[config.mk]
export PLATFORM = sky130hd
export DESIGN_NAME = ula_arbiter_flat
export DESIGN_NICKNAME = d
export VERILOG_FILES = /design/src/rtl/ula_arbiter_if.sv /design/src/rtl/ula_arbiter.sv /design/src/flat_wrapper.sv
export SDC_FILE = /design/constraint.sdc
export NUM_CORES = 1
export LEC_CHECK = 0
export ABC_AREA = 1
export CAP_MARGIN = 25
export CELL_PAD_IN_SITES_DETAIL_PLACEMENT = 1
export CELL_PAD_IN_SITES_GLOBAL_PLACEMENT = 2
export CORE_AREA = 10 10 211 173
export CTS_CLUSTER_DIAMETER = 120
export DETAILED_ROUTE_END_ITERATION = 7
export DIE_AREA = 0 0 221 183
export GPL_TIMING_DRIVEN = 0
export PLACE_DENSITY_LB_ADDON = 0.1
export SYNTH_ARGS = -nofsm -noshare
export SYNTH_HDL_FRONTEND = slang
export SYNTH_SLANG_ARGS = --single-unit
[constraint.sdc]
create_clock -name clk -period 1.8 [get_ports clk]
set_clock_uncertainty 0.1 [all_clocks]
set_input_delay 0.18 -clock clk [delete_from_list [all_inputs] [get_ports clk]]
set_output_delay 0.18 -clock clk [all_outputs]
set_load 0.01 [all_outputs]
[src/rtl/ula_arbiter_if.sv]
`default_nettype none
// ============================================================================
// Module  : ula_arbiter_if
// Purpose : request/response channels for two requesters plus the shared ALU port.
// Rev     : 1.0
// ============================================================================
interface ula_arbiter_if;
  logic        req0_valid;
  logic [3:0]  req0_op;
  logic [31:0] req0_a;
  logic [31:0] req0_b;
  logic        req0_ready;
  logic        req1_valid;
  logic [3:0]  req1_op;
  logic [31:0] req1_a;
  logic [31:0] req1_b;
  logic        req1_ready;

  logic        rsp0_valid;
  logic [31:0] rsp0_s;
  logic        rsp0_z;
  logic        rsp0_ready;
  logic        rsp1_valid;
  logic [31:0] rsp1_s;
  logic        rsp1_z;
  logic        rsp1_ready;

  logic [31:0] alu_a;
  logic [31:0] alu_b;
  logic [3:0]  alu_op;
  logic [31:0] alu_s;
  logic        alu_z;

  // Requester/ALU environment side
  modport master (
    output req0_valid, req0_op, req0_a, req0_b,
    input  req0_ready,
    output req1_valid, req1_op, req1_a, req1_b,
    input  req1_ready,
    input  rsp0_valid, rsp0_s, rsp0_z,
    output rsp0_ready,
    input  rsp1_valid, rsp1_s, rsp1_z,
    output rsp1_ready,
    input  alu_a, alu_b, alu_op,
    output alu_s, alu_z
  );

  // Arbiter side
  modport slave (
    input  req0_valid, req0_op, req0_a, req0_b,
    output req0_ready,
    input  req1_valid, req1_op, req1_a, req1_b,
    output req1_ready,
    output rsp0_valid, rsp0_s, rsp0_z,
    input  rsp0_ready,
    output rsp1_valid, rsp1_s, rsp1_z,
    input  rsp1_ready,
    output alu_a, alu_b, alu_op,
    input  alu_s, alu_z
  );
endinterface
`default_nettype wire

[src/rtl/ula_arbiter.sv]
`default_nettype none
// ============================================================================
// Module  : ula_arbiter
// Purpose : arbitrates two requesters onto one combinational ALU (IDLE/EXEC/RESP).
//           Define ULA_ARB_RR_EN for round-robin; default is fixed priority (req0 wins).
// Rev     : 1.0
// ============================================================================
module ula_arbiter #(
  parameter int ALU_LAT = 1
) (
  input  logic         clk,
  input  logic         rst_n,
  ula_arbiter_if.slave bus
);

  localparam logic [3:0] LAT_LAST = 4'(ALU_LAT - 1);

  typedef enum logic [1:0] {
    IDLE = 2'd0,
    EXEC = 2'd1,
    RESP = 2'd2
  } state_e;

  state_e      state_q, state_d;
  logic        gnt_q, gnt_d;
  logic [3:0]  op_q, op_d;
  logic [31:0] a_q, a_d;
  logic [31:0] b_q, b_d;
  logic [3:0]  cnt_q, cnt_d;
  logic [31:0] s0_q, s0_d;
  logic [31:0] s1_q, s1_d;
  logic        z0_q, z0_d;
  logic        z1_q, z1_d;

  logic        sel;
  logic        accept;

  // rst_n gates acceptance so ready stays low for the whole reset interval
  assign accept = rst_n && (state_q == IDLE) && (bus.req0_valid || bus.req1_valid);

`ifdef ULA_ARB_RR_EN
  logic prio_q, prio_d;

  always_comb begin
    sel = bus.req1_valid;
    if (bus.req0_valid && bus.req1_valid) begin
      sel = prio_q;
    end
  end

  assign prio_d = accept ? ~sel : prio_q;

  always_ff @(posedge clk or negedge rst_n) begin
    if (!rst_n) begin
      prio_q <= 1'b0;
    end else begin
      prio_q <= prio_d;
    end
  end
`else
  assign sel = ~bus.req0_valid;
`endif

  always_comb begin
    state_d = state_q;
    gnt_d   = gnt_q;
    op_d    = op_q;
    a_d     = a_q;
    b_d     = b_q;
    cnt_d   = cnt_q;
    s0_d    = s0_q;
    s1_d    = s1_q;
    z0_d    = z0_q;
    z1_d    = z1_q;
    case (state_q)
      IDLE: begin
        if (accept) begin
          gnt_d   = sel;
          op_d    = sel ? bus.req1_op : bus.req0_op;
          a_d     = sel ? bus.req1_a  : bus.req0_a;
          b_d     = sel ? bus.req1_b  : bus.req0_b;
          cnt_d   = 4'd0;
          state_d = EXEC;
        end
      end
      EXEC: begin
        if (cnt_q == LAT_LAST) begin
          cnt_d   = 4'd0;
          state_d = RESP;
          if (gnt_q) begin
            s1_d = bus.alu_s;
            z1_d = bus.alu_z;
          end else begin
            s0_d = bus.alu_s;
            z0_d = bus.alu_z;
          end
        end else begin
          cnt_d = cnt_q + 4'd1;
        end
      end
      RESP: begin
        if (gnt_q ? bus.rsp1_ready : bus.rsp0_ready) begin
          state_d = IDLE;
        end
      end
      default: state_d = IDLE;
    endcase
  end

  always_ff @(posedge clk or negedge rst_n) begin
    if (!rst_n) begin
      state_q <= IDLE;
      gnt_q   <= 1'b0;
      op_q    <= 4'd0;
      a_q     <= 32'd0;
      b_q     <= 32'd0;
      cnt_q   <= 4'd0;
      s0_q    <= 32'd0;
      s1_q    <= 32'd0;
      z0_q    <= 1'b0;
      z1_q    <= 1'b0;
    end else begin
      state_q <= state_d;
      gnt_q   <= gnt_d;
      op_q    <= op_d;
      a_q     <= a_d;
      b_q     <= b_d;
      cnt_q   <= cnt_d;
      s0_q    <= s0_d;
      s1_q    <= s1_d;
      z0_q    <= z0_d;
      z1_q    <= z1_d;
    end
  end

  assign bus.req0_ready = accept && !sel;
  assign bus.req1_ready = accept &&  sel;

  assign bus.rsp0_valid = (state_q == RESP) && !gnt_q;
  assign bus.rsp1_valid = (state_q == RESP) &&  gnt_q;
  assign bus.rsp0_s     = s0_q;
  assign bus.rsp0_z     = z0_q;
  assign bus.rsp1_s     = s1_q;
  assign bus.rsp1_z     = z1_q;

  assign bus.alu_a  = (state_q == EXEC) ? a_q  : 32'd0;
  assign bus.alu_b  = (state_q == EXEC) ? b_q  : 32'd0;
  assign bus.alu_op = (state_q == EXEC) ? op_q : 4'd0;

endmodule
`default_nettype wire

[src/flat_wrapper.sv]
// flat-port wrapper written by rule: the top's interface ports become plain ports
module ula_arbiter_flat 
#(
  parameter int ALU_LAT = 1
)
  (clk, rst_n, bus_req0_valid, bus_req0_op, bus_req0_a, bus_req0_b, bus_req0_ready, bus_req1_valid, bus_req1_op, bus_req1_a, bus_req1_b, bus_req1_ready, bus_rsp0_valid, bus_rsp0_s, bus_rsp0_z, bus_rsp0_ready, bus_rsp1_valid, bus_rsp1_s, bus_rsp1_z, bus_rsp1_ready, bus_alu_a, bus_alu_b, bus_alu_op, bus_alu_s, bus_alu_z);
  ula_arbiter_if bus_i ();
  input  logic clk;
  input  logic rst_n;
  input wire logic [$bits(bus_i.req0_valid)-1:0] bus_req0_valid;
  input wire logic [$bits(bus_i.req0_op)-1:0] bus_req0_op;
  input wire logic [$bits(bus_i.req0_a)-1:0] bus_req0_a;
  input wire logic [$bits(bus_i.req0_b)-1:0] bus_req0_b;
  output wire logic [$bits(bus_i.req0_ready)-1:0] bus_req0_ready;
  input wire logic [$bits(bus_i.req1_valid)-1:0] bus_req1_valid;
  input wire logic [$bits(bus_i.req1_op)-1:0] bus_req1_op;
  input wire logic [$bits(bus_i.req1_a)-1:0] bus_req1_a;
  input wire logic [$bits(bus_i.req1_b)-1:0] bus_req1_b;
  output wire logic [$bits(bus_i.req1_ready)-1:0] bus_req1_ready;
  output wire logic [$bits(bus_i.rsp0_valid)-1:0] bus_rsp0_valid;
  output wire logic [$bits(bus_i.rsp0_s)-1:0] bus_rsp0_s;
  output wire logic [$bits(bus_i.rsp0_z)-1:0] bus_rsp0_z;
  input wire logic [$bits(bus_i.rsp0_ready)-1:0] bus_rsp0_ready;
  output wire logic [$bits(bus_i.rsp1_valid)-1:0] bus_rsp1_valid;
  output wire logic [$bits(bus_i.rsp1_s)-1:0] bus_rsp1_s;
  output wire logic [$bits(bus_i.rsp1_z)-1:0] bus_rsp1_z;
  input wire logic [$bits(bus_i.rsp1_ready)-1:0] bus_rsp1_ready;
  output wire logic [$bits(bus_i.alu_a)-1:0] bus_alu_a;
  output wire logic [$bits(bus_i.alu_b)-1:0] bus_alu_b;
  output wire logic [$bits(bus_i.alu_op)-1:0] bus_alu_op;
  input wire logic [$bits(bus_i.alu_s)-1:0] bus_alu_s;
  input wire logic [$bits(bus_i.alu_z)-1:0] bus_alu_z;
  assign bus_i.req0_valid = bus_req0_valid;
  assign bus_i.req0_op = bus_req0_op;
  assign bus_i.req0_a = bus_req0_a;
  assign bus_i.req0_b = bus_req0_b;
  assign bus_req0_ready = bus_i.req0_ready;
  assign bus_i.req1_valid = bus_req1_valid;
  assign bus_i.req1_op = bus_req1_op;
  assign bus_i.req1_a = bus_req1_a;
  assign bus_i.req1_b = bus_req1_b;
  assign bus_req1_ready = bus_i.req1_ready;
  assign bus_rsp0_valid = bus_i.rsp0_valid;
  assign bus_rsp0_s = bus_i.rsp0_s;
  assign bus_rsp0_z = bus_i.rsp0_z;
  assign bus_i.rsp0_ready = bus_rsp0_ready;
  assign bus_rsp1_valid = bus_i.rsp1_valid;
  assign bus_rsp1_s = bus_i.rsp1_s;
  assign bus_rsp1_z = bus_i.rsp1_z;
  assign bus_i.rsp1_ready = bus_rsp1_ready;
  assign bus_alu_a = bus_i.alu_a;
  assign bus_alu_b = bus_i.alu_b;
  assign bus_alu_op = bus_i.alu_op;
  assign bus_i.alu_s = bus_alu_s;
  assign bus_i.alu_z = bus_alu_z;
  ula_arbiter #(.ALU_LAT(ALU_LAT)) u_core (.clk(clk), .rst_n(rst_n), .bus(bus_i));
endmodule
==> results.py <==
metrics = {
    "sta": {
        "finalCritPeriodShare_pct": 101,
        "fin_hold_ws_ns": -0.445,
        "slew_headroom_pct": 61.9,
        "hold_viol_final": 95,
        "fin_crit_ns": 1.82,
        "report.final.setup_viol": 34,
        "timing.fmax_mhz": 548,
        "slew_viol_final": 0,
        "fin_ws_ns": -0.0236,
        "grt_setup_unrepaired": "true",
        "tightestPinTransition_ns": 0.571,
    },
    "yosys": {
        "synthAdderAreaFrac_pct": 0.357,
        "synth.mux.area_fraction_pct": 0,
        "synth_xor_area_share_pct": 0.125,
        "yosys.area.top_type": "dfrtp_1",
        "synth_top_family_by_area": "simple AND/OR/NAND/NOR gates",
        "synth_compound_area_share_pct": 9.86,
        "netlist_area_um2": 7000,
        "yosysMostFrequentCell": "nand2_1",
        "yosys.cell_types.count": 23,
        "synthTopCellsByCount": "282 x nand2_1, 143 x inv_1, 141 x dfrtp_1",
        "syn-instance-count": 929,
        "avgSynthCellArea_um2": 7.54,
        "synth_top_area_share_pct": 50.4,
        "ys_seq_area_share_pct": 50.4,
        "yosys_register_bits": 141,
        "synth_area_leaders": "dfrtp_1 50%, nand2_1 15%, inv_1 7.7%",
        "synthArstFlopShare_pct": 100,
        "synth_fp_nets": 1106,
        "yosys_warnings": 0,
        "synth_edf_count": 0,
        "ys.flop_type": "dfrtp_1",
        "synth-simple-area-share_pct": 26.3,
    },
    "critical_path": {
        "cp_slowest_cell": "dfrtp_1",
        "required_ns": 1.52,
        "cp_common_cell": "buf_12",
        "path_buf_inv": 4,
        "critPathLaunchType": "register",
        "cp_slowest_stage_delay_ns": 0.40,
        "r2r-start": "u_core.state_q[1]",
        "crit_fanout": 10,
        "critPathKind": "register to primary output",
        "path_cells": "inv_2 -> nand2_4 -> buf_12 -> buf_12 -> nor2_1 -> buf_2",
        "end_kind": "primary output",
        "crit_family": "buffers and inverters",
        "cp-startpoint": "u_core.state_q[1]",
        "arrival_ns": 1.54,
    },
    "grt": {
        "grt_use_total_pct": 14.9,
        "overflow": 0,
        "antenna_found_initial": 9,
        "grt_max_degree": 53,
        "grt_pass1_wl_um": 46800,
        "grt_pass1_vias": 7586,
    },
    "placement": {
        "gp_routability_congestion": 0.744,
        "place.detailed.hpwl_um": 23400,
        "dp_slack_ns": -0.896,
        "io_buffers": 311,
    },
    "clock_tree": {
        "cts-buffers-inserted": 17,
        "cts.clk_slew.worst_paths_ns": 0.07,
        "cts_max_level": 4,
        "cts.sinks": 141,
        "root_buffer": "clkbuf_16",
        "clk_latency_ns": 0.42,
        "cts_tree": "yes",
        "cts.path.max_buffers": 2,
    },
    "power": {
        "power_mw": 17.9,
        "p_per_area_nw_per_um2": 1520,
        "p_leak_nw": 5.90,
        "ir_worst_vdd_mv": 0.596,
    },
    "cells_and_area": {
        "fill_cells": 3860,
        "area.growth.synth_to_final_pct": 67.8,
        "fin_nets": 1456,
        "drive_gt1_share_pct": 18.8,
        "fin_util_pct": 36.5,
    },
    "die": {
        "die_h_um": 183,
        "core_area_um2": 32200,
        "ios": 313,
        "start_util_pct": 21.8,
        "die_width_um": 221,
        "std_cell_rows": 59,
        "die-area_um2": 40400,
    },
    "drt": {
        "drc": 0,
        "wirelength_um": 30800,
        "ant_nets": 0,
        "num_vias": 7129,
        "wl_per_cell_um": 17.9,
        "first_pass_iters": 4,
        "drtIter0Drc": 331,
        "via_per_inst": 4.14,
    },
    "worst_hold_path": {
        "hp-class": "input port to async pin",
    },
    "flow_run": {
        "cap_violations": 0,
    },
    "status": {
        "violations": "hold timing, setup timing",
        "run_status": "complete, but fails checks",
    },
}
==> flip-flops by register name (all words and copies together), names as in the netlist <==
signal,count
u_core.bus.rsp1_z,1
u_core.bus.rsp1_s,32
u_core.op_q,4
u_core.state_q,2
u_core.a_q,32
u_core.b_q,32
u_core.bus.rsp0_z,1
u_core.bus.rsp0_s,32
u_core.gnt_q,1
u_core.cnt_q,4
==> cell families after synthesis <==
group / after synthesis
DFF: 141
adders and majority gates: 2
buffers and inverters: 208
and+or+nand+nor: 439
xor gates and xnor gates: 1
AOI/OAI and AO/OA: 138
==> final cells by class <==
class,count,area [um2],share of cell area (%)
plain buffers,61,510,4.35
clock buffers,19,433,3.69
multi-input cells,580,2820,24.0
diodes,4,10.0,0.0852
repair buffers,332,3200,27.2
inverters,146,548,4.67
flip-flops and latches,141,3530,30.0
clock inverters,12,163,1.38
well taps,427,534,4.55
==> power by group <==
part / internal, mW / switching (mW) / leakage [nW]
clock network: 2.19 / 1.48 / 0.284
logic: 4.06 / 4.63 / 3.87
registers: 4.71 / 0.841 / 1.75
==> placed cells by master (no fill, tap or decap), types with 9 or more instances in the layout <==
cell,count
clkdlybuf4s50_1,238
buf_2,49
nor2_2,33
nor2_4,24
dfrtp_1,140
nor2_1,21
nand4_1,35
inv_1,143
buf_6,37
clkbuf_1,9
a21oi_1,69
nand2_1,282
clkbuf_16,18
nand3_1,40
buf_4,36
o21ai_1,26
o21ai_0,43
==> what timing repair did <==
action / CTS / global route
resized for setup: 335 / 139
setup endpoints to repair: 78 / 180
buffers inserted: 9 / 10
pin swaps: 2 / 4
hold endpoints to repair: 50 / 50
gates cloned: 1 / 1
==> final timing paths <==
kind / end / slack [ns] / depth (start not counted)
worst min register to register: u_core.bus.rsp0_s[7] / 0.37 / 2
worst max-delay path: bus_alu_a[24] / -0.02 / 6
max in group asynchronous: u_core.bus.rsp1_s[2] / 1.26 / 2
worst max register to register: u_core.bus.rsp0_s[23] / 0.11 / 9
worst min-delay path: u_core.bus.rsp0_s[17] / -0.44 / 1
min in group clk: u_core.bus.rsp0_s[6] / 0.24 / 3
==> metal layers <==
layer  vias to the layer above  GRT usage, %  wire length (um)
li1                       3571             -                 -
met1                      3355          18.1             13600
met2                       171          24.6             14700
met3                        22          5.66              2200
met4                        10          3.20               234
met5                         -             0                75
==> metrics by stage <==
| step | instances | setup TNS (ns) | area [um2] |
|---|---|---|---|
| floorplan | 929 | 0 | 7000 |
| global placement | 1667 | -1377.58 | 10600 |
| detailed placement | 1668 | -44.45 | 10700 |
| CTS | 1708 | -2.45 | 11200 |
| global route | 1718 | -5.14 | 11700 |
| finish | 1722 | -0.361 | 11700 |
Note: power is estimated with default switching activity, not from simulation.
